**src/rtl/crc_pkg.sv**
```systemverilog
`default_nettype none
// ============================================================================
//  Module      : crc_pkg
//  Description : Shared definitions for the CRC frame arbiter: CRC width,
//                default seed and the sequencer state encoding.
//  Revision    : 1.0 - initial release
// ============================================================================
package crc_pkg;

    localparam int CRC_W = 16;
    localparam logic [CRC_W-1:0] CRC_SEED_DEFAULT = 16'hFFFF;

    // IDLE: arbitrate, DATA: forward granted frame, CRC: append CRC word
    typedef enum logic [1:0] {
        IDLE = 2'd0,
        DATA = 2'd1,
        CRC  = 2'd2
    } state_t;

endpackage : crc_pkg
`default_nettype wire

```
**src/rtl/crc_frame_arb_if.sv**
```systemverilog
`default_nettype none
// ============================================================================
//  Module      : crc_frame_arb_if
//  Description : Bus bundle for crc_frame_arb.
//                s0_* / s1_* : upstream word streams (valid/ready/data/last)
//                m_*         : downstream word stream, m_last flags the CRC
//                              word, m_src names the owning channel
//                frame_cnt   : number of completed frames (wrapping)
//                slave  modport : arbiter side
//                master modport : environment side (sources + sink)
//  Revision    : 1.0 - initial release
// ============================================================================
interface crc_frame_arb_if;
    import crc_pkg::*;

    logic             s0_valid;
    logic             s0_ready;
    logic [CRC_W-1:0] s0_data;
    logic             s0_last;

    logic             s1_valid;
    logic             s1_ready;
    logic [CRC_W-1:0] s1_data;
    logic             s1_last;

    logic             m_valid;
    logic             m_ready;
    logic [CRC_W-1:0] m_data;
    logic             m_last;
    logic             m_src;

    logic [15:0]      frame_cnt;

    modport slave (
        input  s0_valid, s0_data, s0_last,
        input  s1_valid, s1_data, s1_last,
        input  m_ready,
        output s0_ready, s1_ready,
        output m_valid, m_data, m_last, m_src,
        output frame_cnt
    );

    modport master (
        output s0_valid, s0_data, s0_last,
        output s1_valid, s1_data, s1_last,
        output m_ready,
        input  s0_ready, s1_ready,
        input  m_valid, m_data, m_last, m_src,
        input  frame_cnt
    );

endinterface : crc_frame_arb_if
`default_nettype wire

```
**src/rtl/crc16_ccitt_next.sv**
```systemverilog
`default_nettype none
// ============================================================================
//  Module      : crc16_ccitt_next
//  Description : Combinational one-step CRC-16 update (x^16+x^12+x^5+1),
//                16 data bits per step, MSB first, no reflection, no final
//                XOR. Data bit i is combined with CRC bit i.
//                crc_in  : current CRC register
//                data_in : 16-bit data word
//                crc_out : CRC after absorbing data_in
//  Revision    : 1.0 - initial release
// ============================================================================
module crc16_ccitt_next
    import crc_pkg::*;
(
    input  wire logic [CRC_W-1:0] crc_in,
    input  wire logic [CRC_W-1:0] data_in,
    output logic      [CRC_W-1:0] crc_out
);

    // With data width equal to CRC width, the update reduces to multiplying
    // (crc ^ data) by x^16 modulo the polynomial.
    logic [CRC_W-1:0] w_x;

    assign w_x = crc_in ^ data_in;

    assign crc_out[0]  = w_x[12] ^ w_x[11] ^ w_x[8]  ^ w_x[4]  ^ w_x[0];
    assign crc_out[1]  = w_x[13] ^ w_x[12] ^ w_x[9]  ^ w_x[5]  ^ w_x[1];
    assign crc_out[2]  = w_x[14] ^ w_x[13] ^ w_x[10] ^ w_x[6]  ^ w_x[2];
    assign crc_out[3]  = w_x[15] ^ w_x[14] ^ w_x[11] ^ w_x[7]  ^ w_x[3];
    assign crc_out[4]  = w_x[15] ^ w_x[12] ^ w_x[8]  ^ w_x[4];
    assign crc_out[5]  = w_x[13] ^ w_x[12] ^ w_x[11] ^ w_x[9]  ^ w_x[8]
                       ^ w_x[5]  ^ w_x[4]  ^ w_x[0];
    assign crc_out[6]  = w_x[14] ^ w_x[13] ^ w_x[12] ^ w_x[10] ^ w_x[9]
                       ^ w_x[6]  ^ w_x[5]  ^ w_x[1];
    assign crc_out[7]  = w_x[15] ^ w_x[14] ^ w_x[13] ^ w_x[11] ^ w_x[10]
                       ^ w_x[7]  ^ w_x[6]  ^ w_x[2];
    assign crc_out[8]  = w_x[15] ^ w_x[14] ^ w_x[12] ^ w_x[11] ^ w_x[8]
                       ^ w_x[7]  ^ w_x[3];
    assign crc_out[9]  = w_x[15] ^ w_x[13] ^ w_x[12] ^ w_x[9]  ^ w_x[8]
                       ^ w_x[4];
    assign crc_out[10] = w_x[14] ^ w_x[13] ^ w_x[10] ^ w_x[9]  ^ w_x[5];
    assign crc_out[11] = w_x[15] ^ w_x[14] ^ w_x[11] ^ w_x[10] ^ w_x[6];
    assign crc_out[12] = w_x[15] ^ w_x[8]  ^ w_x[7]  ^ w_x[4]  ^ w_x[0];
    assign crc_out[13] = w_x[9]  ^ w_x[8]  ^ w_x[5]  ^ w_x[1];
    assign crc_out[14] = w_x[10] ^ w_x[9]  ^ w_x[6]  ^ w_x[2];
    assign crc_out[15] = w_x[11] ^ w_x[10] ^ w_x[7]  ^ w_x[3];

endmodule : crc16_ccitt_next
`default_nettype wire

```
**src/rtl/crc_frame_arb.sv**
```systemverilog
`default_nettype none
// ============================================================================
//  Module      : crc_frame_arb
//  Description : Frame-level round-robin arbiter sharing one CRC-16 engine
//                between two upstream word streams. Forwards the granted
//                frame word by word and appends its CRC as a trailing word.
//                clk   : rising-edge clock
//                rst_n : asynchronous active-low reset
//                bus   : crc_frame_arb_if.slave (s0/s1 in, m out, frame_cnt)
//                SEED  : CRC value loaded at the start of every frame
//  Revision    : 1.0 - initial release
// ============================================================================
module crc_frame_arb
    import crc_pkg::*;
#(
    parameter logic [CRC_W-1:0] SEED = CRC_SEED_DEFAULT
)
(
    input  wire logic         clk,
    input  wire logic         rst_n,
    crc_frame_arb_if.slave    bus
);

    state_t           r_state;
    state_t           w_state_nxt;

    logic             r_src;
    logic             r_last_grant;
    logic [CRC_W-1:0] r_crc;
    logic             r_m_valid;
    logic [CRC_W-1:0] r_m_data;
    logic             r_m_last;
    logic [15:0]      r_frame_cnt;

    logic             w_slot_free;
    logic             w_grant;
    logic             w_grant_ch;
    logic             w_accept;
    logic             w_emit_crc;
    logic             w_s0_ready;
    logic             w_s1_ready;
    logic             w_sel_valid;
    logic             w_sel_last;
    logic [CRC_W-1:0] w_sel_data;
    logic [CRC_W-1:0] w_crc_next;

    // Output register can take a new word when empty or being drained now.
    assign w_slot_free = !r_m_valid || bus.m_ready;

    // Only the granted channel is ever looked at.
    assign w_sel_valid = r_src ? bus.s1_valid : bus.s0_valid;
    assign w_sel_data  = r_src ? bus.s1_data  : bus.s0_data;
    assign w_sel_last  = r_src ? bus.s1_last  : bus.s0_last;

    crc16_ccitt_next u_crc_next (
        .crc_in  (r_crc),
        .data_in (w_sel_data),
        .crc_out (w_crc_next)
    );

    always_ff @(posedge clk or negedge rst_n) begin
        if (!rst_n) begin
            r_state <= IDLE;
        end else begin
            r_state <= w_state_nxt;
        end
    end

    always_comb begin
        w_state_nxt = r_state;
        w_grant     = 1'b0;
        w_grant_ch  = 1'b0;
        w_accept    = 1'b0;
        w_emit_crc  = 1'b0;
        w_s0_ready  = 1'b0;
        w_s1_ready  = 1'b0;
        case (r_state)
            IDLE: begin
                // The grant also waits for slot_free so m_src never changes
                // underneath a CRC word still stalled on the output.
                if (w_slot_free && (bus.s0_valid || bus.s1_valid)) begin
                    w_grant     = 1'b1;
                    w_grant_ch  = (bus.s0_valid && bus.s1_valid) ? !r_last_grant
                                                                 : bus.s1_valid;
                    w_state_nxt = DATA;
                end
            end
            DATA: begin
                w_s0_ready = w_slot_free && !r_src;
                w_s1_ready = w_slot_free &&  r_src;
                w_accept   = w_slot_free && w_sel_valid;
                if (w_accept && w_sel_last) begin
                    w_state_nxt = CRC;
                end
            end
            CRC: begin
                if (w_slot_free) begin
                    w_emit_crc  = 1'b1;
                    w_state_nxt = IDLE;
                end
            end
            default: begin
                w_state_nxt = IDLE;
            end
        endcase
    end

    always_ff @(posedge clk or negedge rst_n) begin
        if (!rst_n) begin
            r_src        <= 1'b0;
            r_last_grant <= 1'b1;
            r_crc        <= SEED;
            r_m_valid    <= 1'b0;
            r_m_data     <= '0;
            r_m_last     <= 1'b0;
            r_frame_cnt  <= 16'd0;
        end else begin
            if (w_grant) begin
                r_src <= w_grant_ch;
                r_crc <= SEED;
            end
            if (w_accept) begin
                r_m_data  <= w_sel_data;
                r_m_last  <= 1'b0;
                r_m_valid <= 1'b1;
                r_crc     <= w_crc_next;
            end else if (w_emit_crc) begin
                r_m_data     <= r_crc;
                r_m_last     <= 1'b1;
                r_m_valid    <= 1'b1;
                r_last_grant <= r_src;
                r_frame_cnt  <= r_frame_cnt + 16'd1;
            end else if (w_slot_free) begin
                r_m_valid <= 1'b0;
            end
        end
    end

    assign bus.s0_ready  = w_s0_ready;
    assign bus.s1_ready  = w_s1_ready;
    assign bus.m_valid   = r_m_valid;
    assign bus.m_data    = r_m_data;
    assign bus.m_last    = r_m_last;
    assign bus.m_src     = r_src;
    assign bus.frame_cnt = r_frame_cnt;

endmodule : crc_frame_arb
`default_nettype wire

```
**src/flat_wrapper.sv**
```systemverilog
// flat-port wrapper written by rule: the top's interface ports become plain ports
module crc_frame_arb_flat import crc_pkg::*;
#(
    parameter logic [CRC_W-1:0] SEED = CRC_SEED_DEFAULT
)
  (clk, rst_n, bus_s0_valid, bus_s0_data, bus_s0_last, bus_s1_valid, bus_s1_data, bus_s1_last, bus_m_ready, bus_s0_ready, bus_s1_ready, bus_m_valid, bus_m_data, bus_m_last, bus_m_src, bus_frame_cnt);
  crc_frame_arb_if bus_i ();
  input  wire logic clk;
  input  wire logic rst_n;
  input wire logic [$bits(bus_i.s0_valid)-1:0] bus_s0_valid;
  input wire logic [$bits(bus_i.s0_data)-1:0] bus_s0_data;
  input wire logic [$bits(bus_i.s0_last)-1:0] bus_s0_last;
  input wire logic [$bits(bus_i.s1_valid)-1:0] bus_s1_valid;
  input wire logic [$bits(bus_i.s1_data)-1:0] bus_s1_data;
  input wire logic [$bits(bus_i.s1_last)-1:0] bus_s1_last;
  input wire logic [$bits(bus_i.m_ready)-1:0] bus_m_ready;
  output wire logic [$bits(bus_i.s0_ready)-1:0] bus_s0_ready;
  output wire logic [$bits(bus_i.s1_ready)-1:0] bus_s1_ready;
  output wire logic [$bits(bus_i.m_valid)-1:0] bus_m_valid;
  output wire logic [$bits(bus_i.m_data)-1:0] bus_m_data;
  output wire logic [$bits(bus_i.m_last)-1:0] bus_m_last;
  output wire logic [$bits(bus_i.m_src)-1:0] bus_m_src;
  output wire logic [$bits(bus_i.frame_cnt)-1:0] bus_frame_cnt;
  assign bus_i.s0_valid = bus_s0_valid;
  assign bus_i.s0_data = bus_s0_data;
  assign bus_i.s0_last = bus_s0_last;
  assign bus_i.s1_valid = bus_s1_valid;
  assign bus_i.s1_data = bus_s1_data;
  assign bus_i.s1_last = bus_s1_last;
  assign bus_i.m_ready = bus_m_ready;
  assign bus_s0_ready = bus_i.s0_ready;
  assign bus_s1_ready = bus_i.s1_ready;
  assign bus_m_valid = bus_i.m_valid;
  assign bus_m_data = bus_i.m_data;
  assign bus_m_last = bus_i.m_last;
  assign bus_m_src = bus_i.m_src;
  assign bus_frame_cnt = bus_i.frame_cnt;
  crc_frame_arb #(.SEED(SEED)) u_core (.clk(clk), .rst_n(rst_n), .bus(bus_i));
endmodule
```
**config.mk**
```make
export PLATFORM = sky130hd
export DESIGN_NAME = crc_frame_arb_flat
export DESIGN_NICKNAME = d
export VERILOG_FILES = /design/src/rtl/crc_pkg.sv /design/src/rtl/crc_frame_arb_if.sv /design/src/rtl/crc16_ccitt_next.sv /design/src/rtl/crc_frame_arb.sv /design/src/flat_wrapper.sv
export SDC_FILE = /design/constraint.sdc
export NUM_CORES = 1
export LEC_CHECK = 0
export CAP_MARGIN = 10
export CORE_MARGIN = 1.5
export CORE_UTILIZATION = 50
export DETAILED_ROUTE_END_ITERATION = 7
export PLACE_DENSITY_LB_ADDON = 0.3
export SETUP_SLACK_MARGIN = 0.3
export SLEW_MARGIN = 40
export SYNTH_ARGS = -nofsm -noshare
export SYNTH_HDL_FRONTEND = slang
export SYNTH_HIERARCHICAL = 1
export SYNTH_SLANG_ARGS = --single-unit
```
**constraint.sdc**
```tcl
create_clock -name clk -period 4.8 [get_ports clk]
set_clock_uncertainty 0.15 [all_clocks]
set_input_delay 0.72 -clock clk [delete_from_list [all_inputs] [get_ports clk]]
set_output_delay 0.72 -clock clk [all_outputs]
set_load 0.01 [all_outputs]
```
After elaboration in Yosys (flattened, before gate mapping):

Cells that the tools add are included.

* $add $sub $neg: 1
* reductions and logical operators: 17
* equal/unequal tests: 5
* bitwise operators: 66
* multiplexer cells: 26

Operator list (count)
* 16-bit two-way mux: 5
* 1-bit bitwise XOR: 64
* 1-bit two-way mux: 17
* 16-bit by 1-bit adder with 16-bit output (second input constant): 1
* 16-bit bitwise XOR: 1
* 1-bit logical AND: 6
* 2-bit two-way mux: 3
* 2-bit by 1-bit inequality test with 1-bit output (second input constant): 3
* 2-bit one-hot mux with 3 select lines: 1
* 2-bit nonzero test: 2
* 1-bit zero test: 3
* 3-bit AND reduction: 1
* 3-bit nonzero test: 1
* 2-bit by 1-bit equality test with 1-bit output (second input constant): 1
* 2-bit equality test (second input constant): 1
* 2-bit zero test: 1
* 1-bit logical OR: 2
* 2-bit AND reduction: 1
* 1-bit inverter: 1

* register bits after elaboration: 54
* output and inout port bits: 37
* logic and storage cells: 123

Logic depth before layout (Yosys ltp):

* depth after elaboration: 10
* depth in mapped cells: 7

Cells and area by module:

Netlist, hierarchy kept.

Modules (own cells, without submodules)
* crc_frame_arb: cells an instance 196, instances 1, area each 2626.3 um2, sequential area each 1372.6 um2
* crc16_ccitt_next: cells an instance 53, instances 1, area each 530.5 um2, sequential area each 0.0 um2

Worst setup path after synthesis:

OpenSTA, ideal clock, no wires.

* path type: reg-to-reg
* start point: register u_core.r_src (netlist: u_core/bus.m_src)
* end point: register u_core.r_crc[6]
* data arrival time: 2389 ps
* cell stages (with the launch flop): 8
* setup time: 80 ps
* clock period less this slack: 2619 ps
* data required time: 4570 ps
* path slack: 2181 ps
* cell sequence: dfrtp_1 -> buf_1 -> mux2_2 -> xnor2_2 -> xnor3_1 -> xor2_1 -> xnor2_1 -> o22a_1

* elaborated cells on any way between the ends: 14

RTL lines
* from (decl): RTL line crc_frame_arb.sv:27 `logic r_src;`
* from (signal assigned): RTL line crc_frame_arb.sv:119 `r_src <= w_grant_ch;`
* 16-bit two-way mux: RTL line crc_frame_arb.sv:52 `assign w_sel_data = r_src ? bus.s1_data : bus.s0_data;`
* net u_core.w_sel_data[9]: RTL line crc_frame_arb.sv:44 `logic [CRC_W-1:0] w_sel_data;`
* 16-bit bitwise XOR: RTL line crc16_ccitt_next.sv:24 `assign w_x = crc_in ^ data_in;`
* 1-bit bitwise XOR: RTL line crc16_ccitt_next.sv:33 `assign crc_out[6] = w_x[14] ^ w_x[13] ^ w_x[12] ^ w_x[10] ^ w_x[9]`
* 1-bit bitwise XOR (3 in a row): RTL line crc16_ccitt_next.sv:34 `^ w_x[6] ^ w_x[5] ^ w_x[1];`
* net u_core.w_crc_next[6]: RTL line crc_frame_arb.sv:45 `logic [CRC_W-1:0] w_crc_next;`
* 16-bit two-way mux: RTL line crc_frame_arb.sv:122 `if (w_accept) begin`
* to (signal assigned): RTL line crc_frame_arb.sv:126 `r_crc <= w_crc_next;`
* to (decl): RTL line crc_frame_arb.sv:29 `logic [CRC_W-1:0] r_crc;`

The timed path passes the listed nets, and every way through them passes these cells.
A chain may end at the register's enable or synchronous reset.

Worst setup path in the final report:

* start point: input port bus_m_ready
* end point: output port bus_s0_ready

* word-level cells in the longest chain between the ends: 3

Ends and longest elaborated chain
* from (decl): RTL line flat_wrapper.sv:16 `input wire logic [$bits(bus_i.m_ready)-1:0] bus_m_ready;`
* 1-bit logical OR: RTL line crc_frame_arb.sv:48 `assign w_slot_free = !r_m_valid || bus.m_ready;`
* 1-bit logical AND: RTL line crc_frame_arb.sv:89 `w_s0_ready = w_slot_free && !r_src;`
* 1-bit two-way mux: RTL line crc_frame_arb.sv:77 `case (r_state)`
* to (decl): RTL line flat_wrapper.sv:17 `output wire logic [$bits(bus_i.s0_ready)-1:0] bus_s0_ready;`

Every way passes these cells.

==> flow_metrics.tcl <==
set metrics [dict create \
    fin_nets 365 \
    antenna_found_initial 0 \
    crit_path_max_fanout 5 \
    setup_violations 0 \
    cts_tree "built" \
    wl_met2_um 3110 \
    path_class "in -> out" \
    cts_setup_buffers 0 \
    grt_pass1_vias 2065 \
    crit_required_ns 3.93 \
    diodes 0 \
    drt_iter0_drc 144 \
    dr_total_vias 2154 \
    crit_path_top_delay_cell "clkdlybuf4s50_1" \
    timing.rr.start "u_core/bus.m_src$_DFFE_PN0P_" \
    grt_start_max_net_pins 55 \
    route.detailed.drc 0 \
    peakVddDrop_uv 423 \
    hold_path_end "u_core/bus.m_last$_DFFE_PN0P_" \
    avgViaCountPerCell 5.37 \
    slew_headroom 0.549 \
    leakagePower_nw 1.63 \
    fp.dieH_um 82.5 \
    synth_cells 249 \
    fin_crit_sh 0.640 \
    wl_met3_um 256 \
    postCtsHoldBufs 0 \
    post-place-cells 393 \
    synth_ff_type "dfrtp_1" \
    worst_pin_slew_ns 0.677 \
    ant_nets 0 \
    io-pin-count 76 \
    wl_met1_um 3010 \
    ys_types 37 \
    gr-total-overflow 0 \
    rows 28 \
    pre_cts_slack_ns 1.75 \
    routedWlPerCell_um 16.1 \
    cp-end-kind "primary output" \
    status "finished, final reports clean" \
    max_stage_delay_ns 0.54 \
    root_buffer "clkbuf_8" \
    worst_path_most_repeated_cell "clkdlybuf4s50_1" \
    worst-path-buf-inv 2 \
    cts_resized 0 \
    path_depth 5 \
    start_kind "input port" \
    fillers 459 \
    synth_edf_count 0 \
    yosys.area.top_type "dfrtp_1" \
    setup_ws_ns 1.73 \
    area_growth_pct 29.7 \
    cts_buffers 5 \
    path_delay_family "buffers and inverters" \
    cap_violations 0 \
    fin_crit_ns 3.07 \
    yosys.cell_count.top_type "xnor2_1" \
    ys_seq_elements 54 \
    fin_total_pwr_mw 3.28 \
    synth_top_area_frac 0.293 \
    cts_buffer_depth 2 \
    die_width_um 82.5 \
    hold_path.class "reg -> reg" \
    avgSynthCellArea_um2 12.7 \
    clock_sinks 54 \
    rsz0062_at_grt "false" \
    syn-num-nets 289 \
    reg2reg_depth 7 \
    holdWs_ns 0.343 \
    initial_utilization 0.527 \
    hold_violations 0 \
    grt_pass1_wl_um 10200 \
    yosys-top-cells-count "xnor2_1 (48), dfrtp_1 (37), mux2_2 (37), dfstp_2 (17), o22a_1 (16)" \
    timing.rr.end "u_core/r_crc[6]$_DFFE_PN1P_" \
    clkLatencyLatePin_ns 0.31 \
    die_area_um2 6800 \
    drive_gt1_frac 0.273 \
    ys_warn_count 6 \
    hpwl_um 4590 \
    path_cells "clkdlybuf4s50_1, nand2b_1, nand2_1, nor2_1, clkdlybuf4s50_1" \
    ys_async_sr_fraction 1.00 \
    portBuffers 75 \
    setup_tns_ns 0 \
    ys_seq_area_frac 0.435 \
    synth_area_um2 3160 \
    synth_area_leaders "dfrtp_1 (29%), dfstp_2 (14%), xnor2_1 (13%), mux2_2 (13%), mux2_4 (5.7%)" \
    fin_cells 401 \
    slew_violations 0 \
    routed_wirelength_um 6440 \
    gp_congestion 0.767 \
    holdPathStages 2 \
    power_density_nw_per_um2 800 \
    grtUsageTotal 0.198 \
    first_pass_iters 5 \
    min_from "u_core/bus.m_last$_DFFE_PN0P_" \
    worstPathArrival_ns 2.20 \
    fmax_mhz 326 \
    r2r_setup_slack_ns 1.97 \
    top_layer_used "met4" \
    cts_htree_levels 2 \
    path_clk_slew_ns 0.09 \
    core_area_um2 5990 \
]
-- metrics by stage --
stage	util	instance area, um2
after detailed placement	0.662	3970
after floorplan	-	3160
after CTS	0.683	4090
after global routing	0.684	4100
final	0.684	4100
after global placement	0.659	3950
-- sequential cells by signal (all words and copies together) (netlist names) --
name and count:
u_core/bus.m_data 16, u_core/bus.m_last 1, u_core/bus.m_valid 1, u_core/bus.m_src 1
u_core/bus.frame_cnt 16, u_core/r_last_grant 1, u_core/r_crc 16, u_core/r_state 2
-- layout by cell type (no fill, tap or decap), drive strengths merged, types with 3 or more instances in the layout --
master,n
nand3,9
mux2,49
xnor2,53
o22a,16
dfrtp,37
dfstp,17
nor3,3
nand4,3
buf,5
nor2,4
nand2,11
xor2,13
clkdlybuf4s50,74
clkbuf,6
-- worst max-delay path by stage --
stage                     slack [ns]                           to                    startpoint
after detailed placement        1.75                 bus_s0_ready                   bus_m_ready
after CTS                       1.75                 bus_s0_ready                   bus_m_ready
after global routing            1.63                 bus_s0_ready                   bus_m_ready
final                           1.73                 bus_s0_ready                   bus_m_ready
after floorplan                 2.18  u_core/r_crc[6]$_DFFE_PN1P_  u_core/bus.m_src$_DFFE_PN0P_
after global placement          1.77                 bus_s0_ready                   bus_m_ready
-- logic make-up after synthesis --
logic type	after synthesis	share of synthesized area
simple gates	42	0.0721
fa+ha+maj	1	0.00396
compound gates	23	0.0650
xor+xnor	68	0.210
buf+inv	11	0.0222
mux	50	0.192
flops	54	0.435
-- report_power, final --
group	internal [mW]	leakage (nW)	switching [mW]	total (mW)
logic	1.21	0.934	0.950	2.16
registers	0.663	0.635	0.135	0.798
clock network	0.172	0.0618	0.152	0.324
total	2.04	1.63	1.24	3.28
-- tightest hold or removal path: cells and delay by family, from the launching register on --
kind             cells  cell delay [ns]
DFF                  1             0.36
and+or+nand+nor      2             0.11
-- layer usage --
layer  track usage  vias to the layer above
li1              -                     1029
met1         0.275                     1063
met2         0.319                       56
met3        0.0308                        6
met4        0.0610                        0
met5             0                        -
-- layout make-up --
| type | instances | area (um2) | area share |
|---|---|---|---|
| timing repair buffer | 79 | 783 | 0.191 |
| clock inverter | 2 | 38.8 | 0.00947 |
| multi-input combinational | 184 | 1720 | 0.420 |
| clock buffer | 6 | 82.6 | 0.0202 |
| inverter | 1 | 3.75 | 0.000917 |
| sequential | 54 | 1370 | 0.335 |
| tap | 75 | 93.8 | 0.0229 |
Power figures use the tool's default switching activity.
